$ cat config.mk
export PLATFORM = sky130hd
export DESIGN_NAME = wave_period_meter
export DESIGN_NICKNAME = d
export VERILOG_FILES = /design/src/rtl/wave_meter_pkg.sv /design/src/rtl/edge_sync.sv /design/src/rtl/wave_period_meter.sv
export SDC_FILE = /design/constraint.sdc
export NUM_CORES = 1
export LEC_CHECK = 0
export ABC_CLOCK_PERIOD_IN_PS = 6470
export CORE_ASPECT_RATIO = 0.6
export CORE_MARGIN = 10
export CORE_UTILIZATION = 55
export DETAILED_ROUTE_END_ITERATION = 6
export GPL_ROUTABILITY_DRIVEN = 1
export PLACE_DENSITY_LB_ADDON = 0.12
export SLEW_MARGIN = 20
export SYNTH_ARGS = -nofsm -noshare
export SYNTH_HDL_FRONTEND = slang
export SYNTH_SLANG_ARGS = --single-unit
$ cat constraint.sdc
create_clock -name clk -period 6.47 [get_ports clk]
set_input_delay 1.941 -clock clk [delete_from_list [all_inputs] [get_ports clk]]
set_output_delay 1.941 -clock clk [all_outputs]
set_load 0.05 [all_outputs]
$ cat src/rtl/wave_meter_pkg.sv
// wave_meter_pkg: shared types and defaults for the period meter.
// Holds the FSM state type and default parameter values.
package wave_meter_pkg;

  typedef enum logic [1:0] {
    IDLE,
    HIGH,
    LOW
  } meter_state_t;

  localparam int DEF_CNT_W       = 12;
  localparam int DEF_SYNC_STAGES = 2;
  localparam int DEF_TIMEOUT     = 4000;

endpackage

$ cat src/rtl/edge_sync.sv
// edge_sync: synchronizes wave_in and detects its edges.
// Ports: clk, reset (async low), wave_in -> wave_s, rise, fall.
module edge_sync
  import wave_meter_pkg::*;
#(
  parameter int SYNC_STAGES = DEF_SYNC_STAGES
) (
  input  logic clk,
  input  logic reset,
  input  logic wave_in,
  output logic wave_s,
  output logic rise,
  output logic fall
);

  logic [SYNC_STAGES-1:0] chain;
  logic                   wave_d;

  always_ff @(posedge clk or negedge reset) begin
    if (!reset) begin
      chain  <= '0;
      wave_d <= 1'b0;
    end else begin
      chain  <= {chain[SYNC_STAGES-2:0], wave_in};
      wave_d <= chain[SYNC_STAGES-1];
    end
  end

  assign wave_s = chain[SYNC_STAGES-1];
  assign rise   = wave_s & ~wave_d;
  assign fall   = ~wave_s & wave_d;

endmodule

$ cat src/rtl/wave_period_meter.sv
// wave_period_meter: measures high, low and period of a square wave.
// Ports: clk, reset (async low), wave_in -> high_cnt, low_cnt,
//        period_cnt, meas_valid (1-cycle pulse), stuck (level).
module wave_period_meter
  import wave_meter_pkg::*;
#(
  parameter int CNT_W       = DEF_CNT_W,
  parameter int SYNC_STAGES = DEF_SYNC_STAGES,
  parameter int TIMEOUT     = DEF_TIMEOUT
) (
  input  logic             clk,
  input  logic             reset,
  input  logic             wave_in,
  output logic [CNT_W-1:0] high_cnt,
  output logic [CNT_W-1:0] low_cnt,
  output logic [CNT_W:0]   period_cnt,
  output logic             meas_valid,
  output logic             stuck
);

  localparam logic [CNT_W-1:0] TMO = CNT_W'(TIMEOUT);
  localparam logic [CNT_W-1:0] ONE = CNT_W'(1);

  logic             wave_s_unused;
  logic             rise;
  logic             fall;
  logic             any_edge;
  logic             hit;
  logic [CNT_W-1:0] acc;
  logic [CNT_W-1:0] acc_nxt;
  logic [CNT_W-1:0] hi_lat;
  logic             lat_hi;
  logic             fire;
  meter_state_t     state;
  meter_state_t     state_nxt;

  edge_sync #(
    .SYNC_STAGES(SYNC_STAGES)
  ) u_sync (
    .clk    (clk),
    .reset  (reset),
    .wave_in(wave_in),
    .wave_s (wave_s_unused),
    .rise   (rise),
    .fall   (fall)
  );

  assign any_edge = rise | fall;

  // acc is the length so far of the current level; it saturates.
  always_comb begin
    acc_nxt = acc + ONE;
    if (any_edge) begin
      acc_nxt = ONE;
    end else if (acc == TMO) begin
      acc_nxt = acc;
    end
  end

  // An edge always beats a timeout in the same cycle.
  assign hit = !any_edge && (acc_nxt == TMO);

  always_comb begin
    state_nxt = state;
    lat_hi    = 1'b0;
    fire      = 1'b0;
    unique case (1'b1)
      hit: begin
        state_nxt = IDLE;
      end
      rise: begin
        fire      = (state == LOW);
        state_nxt = HIGH;
      end
      fall: begin
        if (state == HIGH) begin
          lat_hi    = 1'b1;
          state_nxt = LOW;
        end
      end
      default: begin
      end
    endcase
  end

  always_ff @(posedge clk or negedge reset) begin
    if (!reset) begin
      state <= IDLE;
      acc   <= '0;
      stuck <= 1'b0;
    end else begin
      state <= state_nxt;
      acc   <= acc_nxt;
      if (hit) begin
        stuck <= 1'b1;
      end else if (any_edge) begin
        stuck <= 1'b0;
      end
    end
  end

  always_ff @(posedge clk or negedge reset) begin
    if (!reset) begin
      hi_lat     <= '0;
      high_cnt   <= '0;
      low_cnt    <= '0;
      period_cnt <= '0;
      meas_valid <= 1'b0;
    end else begin
      meas_valid <= fire;
      if (lat_hi) begin
        hi_lat <= acc;
      end
      if (fire) begin
        high_cnt   <= hi_lat;
        low_cnt    <= acc;
        period_cnt <= {1'b0, hi_lat} + {1'b0, acc};
      end
    end
  end

endmodule
==> results of run 1 <==
-- flip-flops by register name, summed over array words and instances (netlist names) --
name	cells
meas_valid	1
high_cnt	12
state	2
period_cnt	13
stuck	1
u_sync.wave_d	1
low_cnt	12
u_sync.chain	2
acc	12
hi_lat	12
-- cells by family (layout without fill, tap and decap cells) --
group / after synthesis / after routing / share of synthesized area
muxes: 12 / 12 / 0.03894
and+or+nand+nor: 143 / 143 / 0.2063
DFF: 68 / 68 / 0.5092
AOI/OAI and AO/OA: 56 / 56 / 0.1071
adders and majority gates: 17 / 17 / 0.06589
buffers and inverters: 27 / 71 / 0.03332
xor gates and xnor gates: 15 / 15 / 0.03931
-- area by class of cell --
class | instances | area (sq um)
clock buffers | 11 | 141.4
clock inverters | 5 | 85.08
fillers | 470 | 1705
inverters | 12 | 45.04
multi-input cells | 243 | 1529
flip-flops and latches | 68 | 1702
well taps | 80 | 100.1
repair buffers | 43 | 420.4
-- power by group through the flow --
stage | clock network [uW] | logic (uW) | registers, uW
6_report | 392 | 299 | 507
5_1_grt | 420 | 326 | 516
4_1_cts | 400 | 303 | 507
3_5_place_dp | 0 | 303 | 515
3_3_place_gp | 0 | 299 | 513
2_1_floorplan | 0 | 109 | 610
-- synthesized netlist by cell type, drive strengths merged, types with 4 or more instances --
master  instances  area, sq um
nand2b          5        31.28
ha             16        200.2
a21o            4        30.03
clkbuf          7        26.28
nor2           13        48.80
o21a            5        37.54
xor2            7        61.31
dfrtp          68         1702
inv            12        45.04
a21oi           8        40.04
mux2            8        90.09
o21ai          23        115.1
nor3           10        61.31
nand2          81        304.0
mux2i           4        40.04
xnor2           8        70.07
nor3b           7        52.55
nand3          10        50.05
buf             8        40.04
-- per-layer routing --
layer  wire, um  track usage  up-vias
met5          0            0        -
li1           -            -     1245
met2       3010       0.2127       64
met1       3592       0.2228     1239
met4         40      0.05755        0
met3        606      0.06075        4
-- through the flow --
| stage | area (sq um) | utilization | hold slack, ns |
|---|---|---|---|
| 4_1_cts | 4023 | 0.7023 | 0.3575 |
| 3_3_place_gp | 3796 | 0.6627 | 0.3319 |
| 5_1_grt | 4023 | 0.7023 | 0.3715 |
| 3_5_place_dp | 3796 | 0.6627 | 0.3395 |
| 6_report | 4023 | 0.7023 | 0.3550 |
| 2_1_floorplan | 3342 | - | 0.3312 |
-- worst paths after layout --
| check | from | to | slack (ns) |
|---|---|---|---|
| min in group asynchronous | reset | high_cnt[10]$_DFFE_PN0P_ | 1.77 |
| setup reg to reg | acc[2]$_DFF_PN0_ | state[0]$_DFFE_PN0P_ | 4.17 |
| hold reg to reg | u_sync.chain[0]$_DFF_PN0_ | u_sync.chain[1]$_DFF_PN0_ | 0.35 |
| hold / removal | u_sync.chain[0]$_DFF_PN0_ | u_sync.chain[1]$_DFF_PN0_ | 0.35 |
| max in group asynchronous | reset | period_cnt[2]$_DFFE_PN0P_ | 4.15 |
| setup / recovery | high_cnt[8]$_DFFE_PN0P_ | high_cnt[8] | 3.01 |
-- placed cells by master (no fill, tap or decap), types with 9 or more instances in the layout --
cell type        synthesis  routed
inv_1                   11      11
nor2_1                  13      13
clkbuf_8                 0      10
o21ai_1                 21      21
ha_1                    16      16
clkdlybuf4s50_1          0      40
nand2_1                 81      81
nand3_1                 10      10
dfrtp_1                 68      68
nor3_1                   9       9
==> metrics.csv, run 1 <==
metric,value,unit
outcome,completed,
p_seq_frac,0.423,
total_power,1199,uW
postCtsSetupRepairBufs,0,
crit_path_top_delay_cell,clkdlybuf4s50_1,
ctsHoldBuffers,0,
hp-class,flop to flop,
finalMaxSlewViolations,0,
crit_cells,1,
yosysWarningCount,0,
antenna_found_initial,0,
path_delay_family,buffers and inverters,
drive_above_1_share,0.06283,
gp_congestion,0.9260,
portBuffers,41,
stdcell_count,462,
grt_pass1_wl,12280,um
p_clk_frac,0.327,
relSlewSlack,0.4425,
timing.fmax,288.6,MHz
wl_per_cell,15.69,um
fin_ws,3.005,ns
ys_seq_area_frac,0.5092,
p_int,801.6,uW
ir_drop,0.1730,mV
core-area,0.005728,sq mm
syn-num-nets,358,
start_util,0.5834,
synth_edf_count,0,
swShare,0.3314,
critPathBufInv,1,
rsz0062_at_grt,false,
cts_buffers,9,
start_kind,flop,
vias_per_cell,5.524,
io_pins,42,
die_w,120.6,um
clock_latency,0.35,ns
numPlacedInstances,446,
die_area,0.009697,sq mm
p_leak,0.001925,uW
wirelength,7250,um
grt_pass1_vias,2367,
fin_tns_setup,0,ns
min_period,3.465,ns
syn_inst,338,
ys_types,51,
htreeDepth,3,
tritoncts,done,
async_flop_share,1.000,
power_density,298.0,mW/mm^2
post_cts_resized,0,
tightest_slew,0.8362,ns
end_kind,output port,
num_antenna_cells,0,
gr-usage-all-layers,0.1581,
ant_nets,0,
nets,397,
pre_cts_ws,3.363,ns
finClkSkew,0.008847,ns
final-hold-violation-count,0,
hold_depth,0,
cts.sinks,68,
rr_worst_depth,6,
dr.pass1.iters,4,
grt_max_degree,69,
critPathMaxFanout,2,
clk_pin_slew_worst_paths,0.08,ns
crit_type,flop to output port,
clockBufferDepth,2,
finalCritPeriodShare,0.5355,
combPwrFrac,0.250,
critical_path_arrival,1.52,ns
vias,2552,
grt_overflow,0,
cpPeakStageDelay,0.81,ns
yosys_most_used_dff,dfrtp_1,
dp_hpwl,5161,um
syn_to_final_growth,20.37,%
die_h,80.38,um
crit_chain,clkdlybuf4s50_1,
rows,21,
setup_viol,0,
syn_area_per_cell,9.887,sq um
yosys_register_bits,68,
first_iter_violations,135,
drc,0,
root_buffer,clkbuf_8,
max-cap-violations,0,
cp.required,4.53,ns
synthesis.area,0.003342,sq mm
netSwitchingPower,397.3,uW
(Power assumes the default switching activity.)
==> run 2: changes to the inputs <==
Settings changed: ABC_CLOCK_PERIOD_IN_PS 6470 to 3600.
Clock period 6.47 ns to 3.6 ns, I/O delays scaled along.
==> run 2 against run 1 <==
Against the previous run: combinational power up 83%; flip-flop and latch count unchanged; clock power is 84% higher; sequential share of layout area decreased by 0.25 points; non-clock buffer count increased by 2; first-iteration DRC count rose by 3.0%; final cell count is 0.43% higher; global-route usage increased by 0.57 points; critical path type unchanged; largest cell class unchanged.
==> metrics.csv, run 2 (synthesis results as in run 1) <==
metric,value,unit
outcome,completed,
p_int,1460,uW
die_h,80.38,um
max-cap-violations,0,
crit_path_top_delay_cell,clkdlybuf4s50_1,
io_pins,42,
tritoncts,done,
wirelength,7381,um
path_delay_family,buffers and inverters,
final_cell_mix,"81 x nand2_1, 68 x dfrtp_1, 40 x clkdlybuf4s50_1",
setup_viol,0,
tightest_slew,0.7577,ns
hp-class,flop to flop,
p_clk_frac,0.331,
total_power,2181,uW
ir_drop,0.2667,mV
critPathMaxFanout,2,
postCtsSetupRepairBufs,0,
cts.sinks,68,
gp_congestion,0.8589,
final-hold-violation-count,0,
gr-usage-all-layers,0.1639,
stdcell_count,464,
htreeDepth,3,
start_kind,flop,
timing.fmax,382.9,MHz
grt_pass1_wl,12680,um
combPwrFrac,0.251,
nets,399,
grt_pass1_vias,2480,
die_area,0.009697,sq mm
crit_chain,clkdlybuf4s50_1,
portBuffers,41,
layout_commonest_cell,nand2_1,
core-area,0.005728,sq mm
grtUsageMet3,0.07402,
finalCritPeriodShare,0.7254,
hold_depth,0,
first_iter_violations,139,
root_buffer,clkbuf_8,
numPlacedInstances,448,
clockBufferDepth,2,
clk_pin_slew_worst_paths,0.08,ns
grt_max_degree,29,
end_kind,output port,
drive_above_1_share,0.07031,
gr-usage-met2,0.2280,
dp_hpwl,5423,um
largest_register,period_cnt,
cpPeakStageDelay,0.81,ns
vias,2540,
dr.pass1.iters,5,
rr_worst_depth,9,
post_cts_resized,0,
fin_tns_setup,0,ns
netSwitchingPower,720.9,uW
finalMaxSlewViolations,0,
largest_reg_flops,13,
r2r_slack,1.32,ns
crit_type,flop to output port,
rsz0062_at_grt,false,
vias_per_cell,5.474,
syn_to_final_growth,21.08,%
fin_util,0.7064,
num_antenna_cells,0,
ant_nets,0,
finClkSkew,0.009522,ns
wl_per_cell,15.91,um
critical_path_arrival,1.53,ns
critPathBufInv,1,
cts_buffers,9,
min_period,2.612,ns
swShare,0.3306,
cp.required,2.52,ns
top_usage_layer,met2,
clock_latency,0.34,ns
drc,0,
crit_cells,1,
grt_use_met1,0.2272,
p_leak,0.001936,uW
grt_overflow,0,
ctsHoldBuffers,0,
rows,21,
p_seq_frac,0.419,
relSlewSlack,0.4934,
die_w,120.6,um
power_density,539.0,mW/mm^2
start_util,0.5834,
antenna_found_initial,0,
-- run 2: cell types whose count changed in the layout (fill, tap and decap cells not counted), sizes merged --
cell and change:
clkinvlp +1, buf +2, clkinv -1
-- run 2: metal layers --
| metal | vias up | part of all wire |
|---|---|---|
| met5 | - | 0 |
| met1 | 1211 | 0.49 |
| met4 | 0 | 0.0098 |
| li1 | 1243 | - |
| met2 | 79 | 0.41 |
| met3 | 7 | 0.086 |
-- run 2: metrics by stage --
stage               worst slack (ns)  hold slack, ns  area [sq um]
CTS                           0.9754          0.3589          4046
finish                        0.9884          0.3559          4046
floorplan                      1.481          0.3312          3342
global placement               1.368          0.3375          3811
detailed placement             1.335          0.3413          3811
global route                  0.9303          0.3603          4046
-- run 2: power by group through the flow --
stage	clock [uW]	combinational, uW	sequential (uW)
global placement	0	543	921
CTS	731	554	913
floorplan	0	195	1100
global route	767	596	929
detailed placement	0	550	928
finish	721	546	913
-- run 2: worst register-to-register path: stages, from the launching register on --
cell      delay, ns
dfrtp_1        0.47
ha_1           0.26
inv_1          0.08
fa_1           0.20
nor2b_1        0.06
o21ai_1        0.15
a21oi_1        0.13
o2111a_1       0.28
or4_1          0.50
nand3_1        0.09
-- run 2: final timing paths --
kind | start | endpoint
min in group asynchronous | reset | high_cnt[9]$_DFFE_PN0P_
min | u_sync.chain[0]$_DFF_PN0_ | u_sync.chain[1]$_DFF_PN0_
max reg2reg | acc[0]$_DFF_PN0_ | period_cnt[10]$_DFFE_PN0P_
max in group asynchronous | reset | low_cnt[3]$_DFFE_PN0P_
min reg2reg | u_sync.chain[0]$_DFF_PN0_ | u_sync.chain[1]$_DFF_PN0_
max | high_cnt[7]$_DFFE_PN0P_ | high_cnt[7]
-- run 2: final cells by class --
cell class	count	area [sq um]
flip-flops and latches	68	1702
fillers	475	1682
multi-input cells	243	1529
repair buffers	45	435.4
clock buffers	11	151.4
well taps	80	100.1
clock inverters	5	83.83
inverters	12	45.04
==> run 3: changes to the inputs <==
Settings changed: ABC_CLOCK_PERIOD_IN_PS 3600 to 2500.
Clock period 3.6 ns to 2.5 ns, I/O delays scaled along.
==> run 3 against run 2 <==
Against the previous run: count of clock-buffer cells in the layout fell by 1; flip-flop and latch count did not move; clock skew fell by 0.0012 ns; routed wire length rose by 1.0%; combinational power rose by 45%; global-route usage fell by 0.27 points; cell area fell by 0.56%; total power rose by 37%; clock power rose by 22%; critical path type unchanged; critical endpoint unchanged.
==> metrics.csv, run 3 (synthesis results as in run 1) <==
metric,value,unit
drc,0,
vias_per_cell,5.492,
start_util,0.5834,
first_iter_violations,199,
outcome,completed,
layout_commonest_cell,nand2_1,
power_density,742.3,mW/mm^2
path_delay_family,buffers and inverters,
ctsHoldBuffers,0,
drive_above_1_share,0.07013,
root_buffer,clkbuf_8,
crit_type,flop to output port,
largest_reg_flops,13,
final-hold-violation-count,0,
cp.required,1.75,ns
gr-usage-all-layers,0.1611,
post_cts_resized,0,
dr.pass1.iters,4,
grt_max_degree,51,
clk_pin_slew_worst_paths,0.07,ns
p_leak,0.001929,uW
io_pins,42,
finalMaxSlewViolations,0,
combPwrFrac,0.265,
largest_register,period_cnt,
netSwitchingPower,1037,uW
ant_nets,0,
clock_latency,0.35,ns
syn_to_final_growth,20.40,%
antenna_found_initial,0,
start_kind,flop,
hp-class,input pin to async pin,
portBuffers,41,
p_clk_frac,0.296,
p_seq_frac,0.439,
fin_tns_setup,0,ns
crit_chain,clkdlybuf4s50_1,
vias,2554,
max-cap-violations,0,
grt_use_met1,0.2261,
nets,400,
cpPeakStageDelay,0.82,ns
pre_cts_ws,0.2572,ns
cts_buffers,9,
finalCritPeriodShare,0.9097,
cts.sinks,68,
p_int,1950,uW
die_w,120.6,um
postCtsSetupRepairBufs,0,
num_antenna_cells,0,
htreeDepth,3,
finClkSkew,0.008326,ns
die_h,80.38,um
swShare,0.3470,
core-area,0.005728,sq mm
timing.fmax,439.7,MHz
critPathBufInv,1,
grt_overflow,0,
grt_pass1_vias,2464,
end_kind,output port,
fin_ws,0.2258,ns
whs,0.3393,ns
gr-usage-met2,0.2187,
die_area,0.009697,sq mm
tritoncts,done,
gp_congestion,0.8583,
ir_drop,0.4634,mV
relSlewSlack,0.6587,
critical_path_arrival,1.52,ns
wl_per_cell,16.03,um
tightest_slew,0.5104,ns
clockBufferDepth,2,
critPathMaxFanout,2,
final_cell_mix,"81 x nand2_1, 68 x dfrtp_1, 40 x clkdlybuf4s50_1",
grtUsageMet3,0.06844,
top_usage_layer,met1,
rsz0062_at_grt,false,
grt_pass1_wl,12550,um
min_period,2.274,ns
rows,21,
dp_hpwl,5491,um
setup_viol,0,
crit_path_top_delay_cell,clkdlybuf4s50_1,
wirelength,7455,um
-- run 3: cell types whose count changed in the layout (fill, tap and decap cells not counted) --
cell,change
buf_12,+1
bufinv_16,-1
clkbuf_1,+1
clkbuf_8,-2
clkinv_2,+2
clkinv_4,+1
clkinvlp_4,-1
-- run 3: power by group through the flow --
| stage | Clock (uW) | Sequential (uW) | Combinational, uW |
|---|---|---|---|
| floorplan | 0 | 1580 | 281 |
| global placement | 0 | 1330 | 791 |
| detailed placement | 0 | 1330 | 797 |
| CTS | 903 | 1310 | 801 |
| global route | 937 | 1330 | 860 |
| finish | 883 | 1310 | 792 |
-- run 3: area by class of cell --
type                       count  area, sq um
tap                           80        100.1
timing repair buffer          46        455.4
clock inverter                 6        65.06
inverter                      12        45.04
fill                         471         1704
sequential                    68         1702
multi-input combinational    243         1529
clock buffer                  10        127.6
-- run 3: final timing paths --
path	cells after the start	slack [ns]	from	to
min in group clk	0	0.36	u_sync.chain[0]$_DFF_PN0_	u_sync.chain[1]$_DFF_PN0_
max in group asynchronous	2	1.55	reset	period_cnt[3]$_DFFE_PN0P_
hold reg to reg	0	0.36	u_sync.chain[0]$_DFF_PN0_	u_sync.chain[1]$_DFF_PN0_
setup reg to reg	6	0.23	acc[3]$_DFF_PN0_	state[0]$_DFFE_PN0P_
setup / recovery	1	0.23	high_cnt[7]$_DFFE_PN0P_	high_cnt[7]
hold / removal	1	0.34	reset	low_cnt[11]$_DFFE_PN0P_
-- run 3: metrics by stage --
stage / cell area, sq um / std cells / total power, uW / util
floorplan: 3342 / 338 / 1860 / -
global placement: 3831 / 449 / 2117 / 0.6689
detailed placement: 3831 / 449 / 2130 / 0.6689
CTS: 4024 / 465 / 3016 / 0.7025
global route: 4024 / 465 / 3130 / 0.7025
finish: 4024 / 465 / 2987 / 0.7025
-- run 3: per-layer routing --
layer / share of wire / up-vias
met4: 0.0098 / 0
met3: 0.097 / 9
met2: 0.40 / 83
met1: 0.49 / 1219
met5: 0 / -
li1: - / 1243
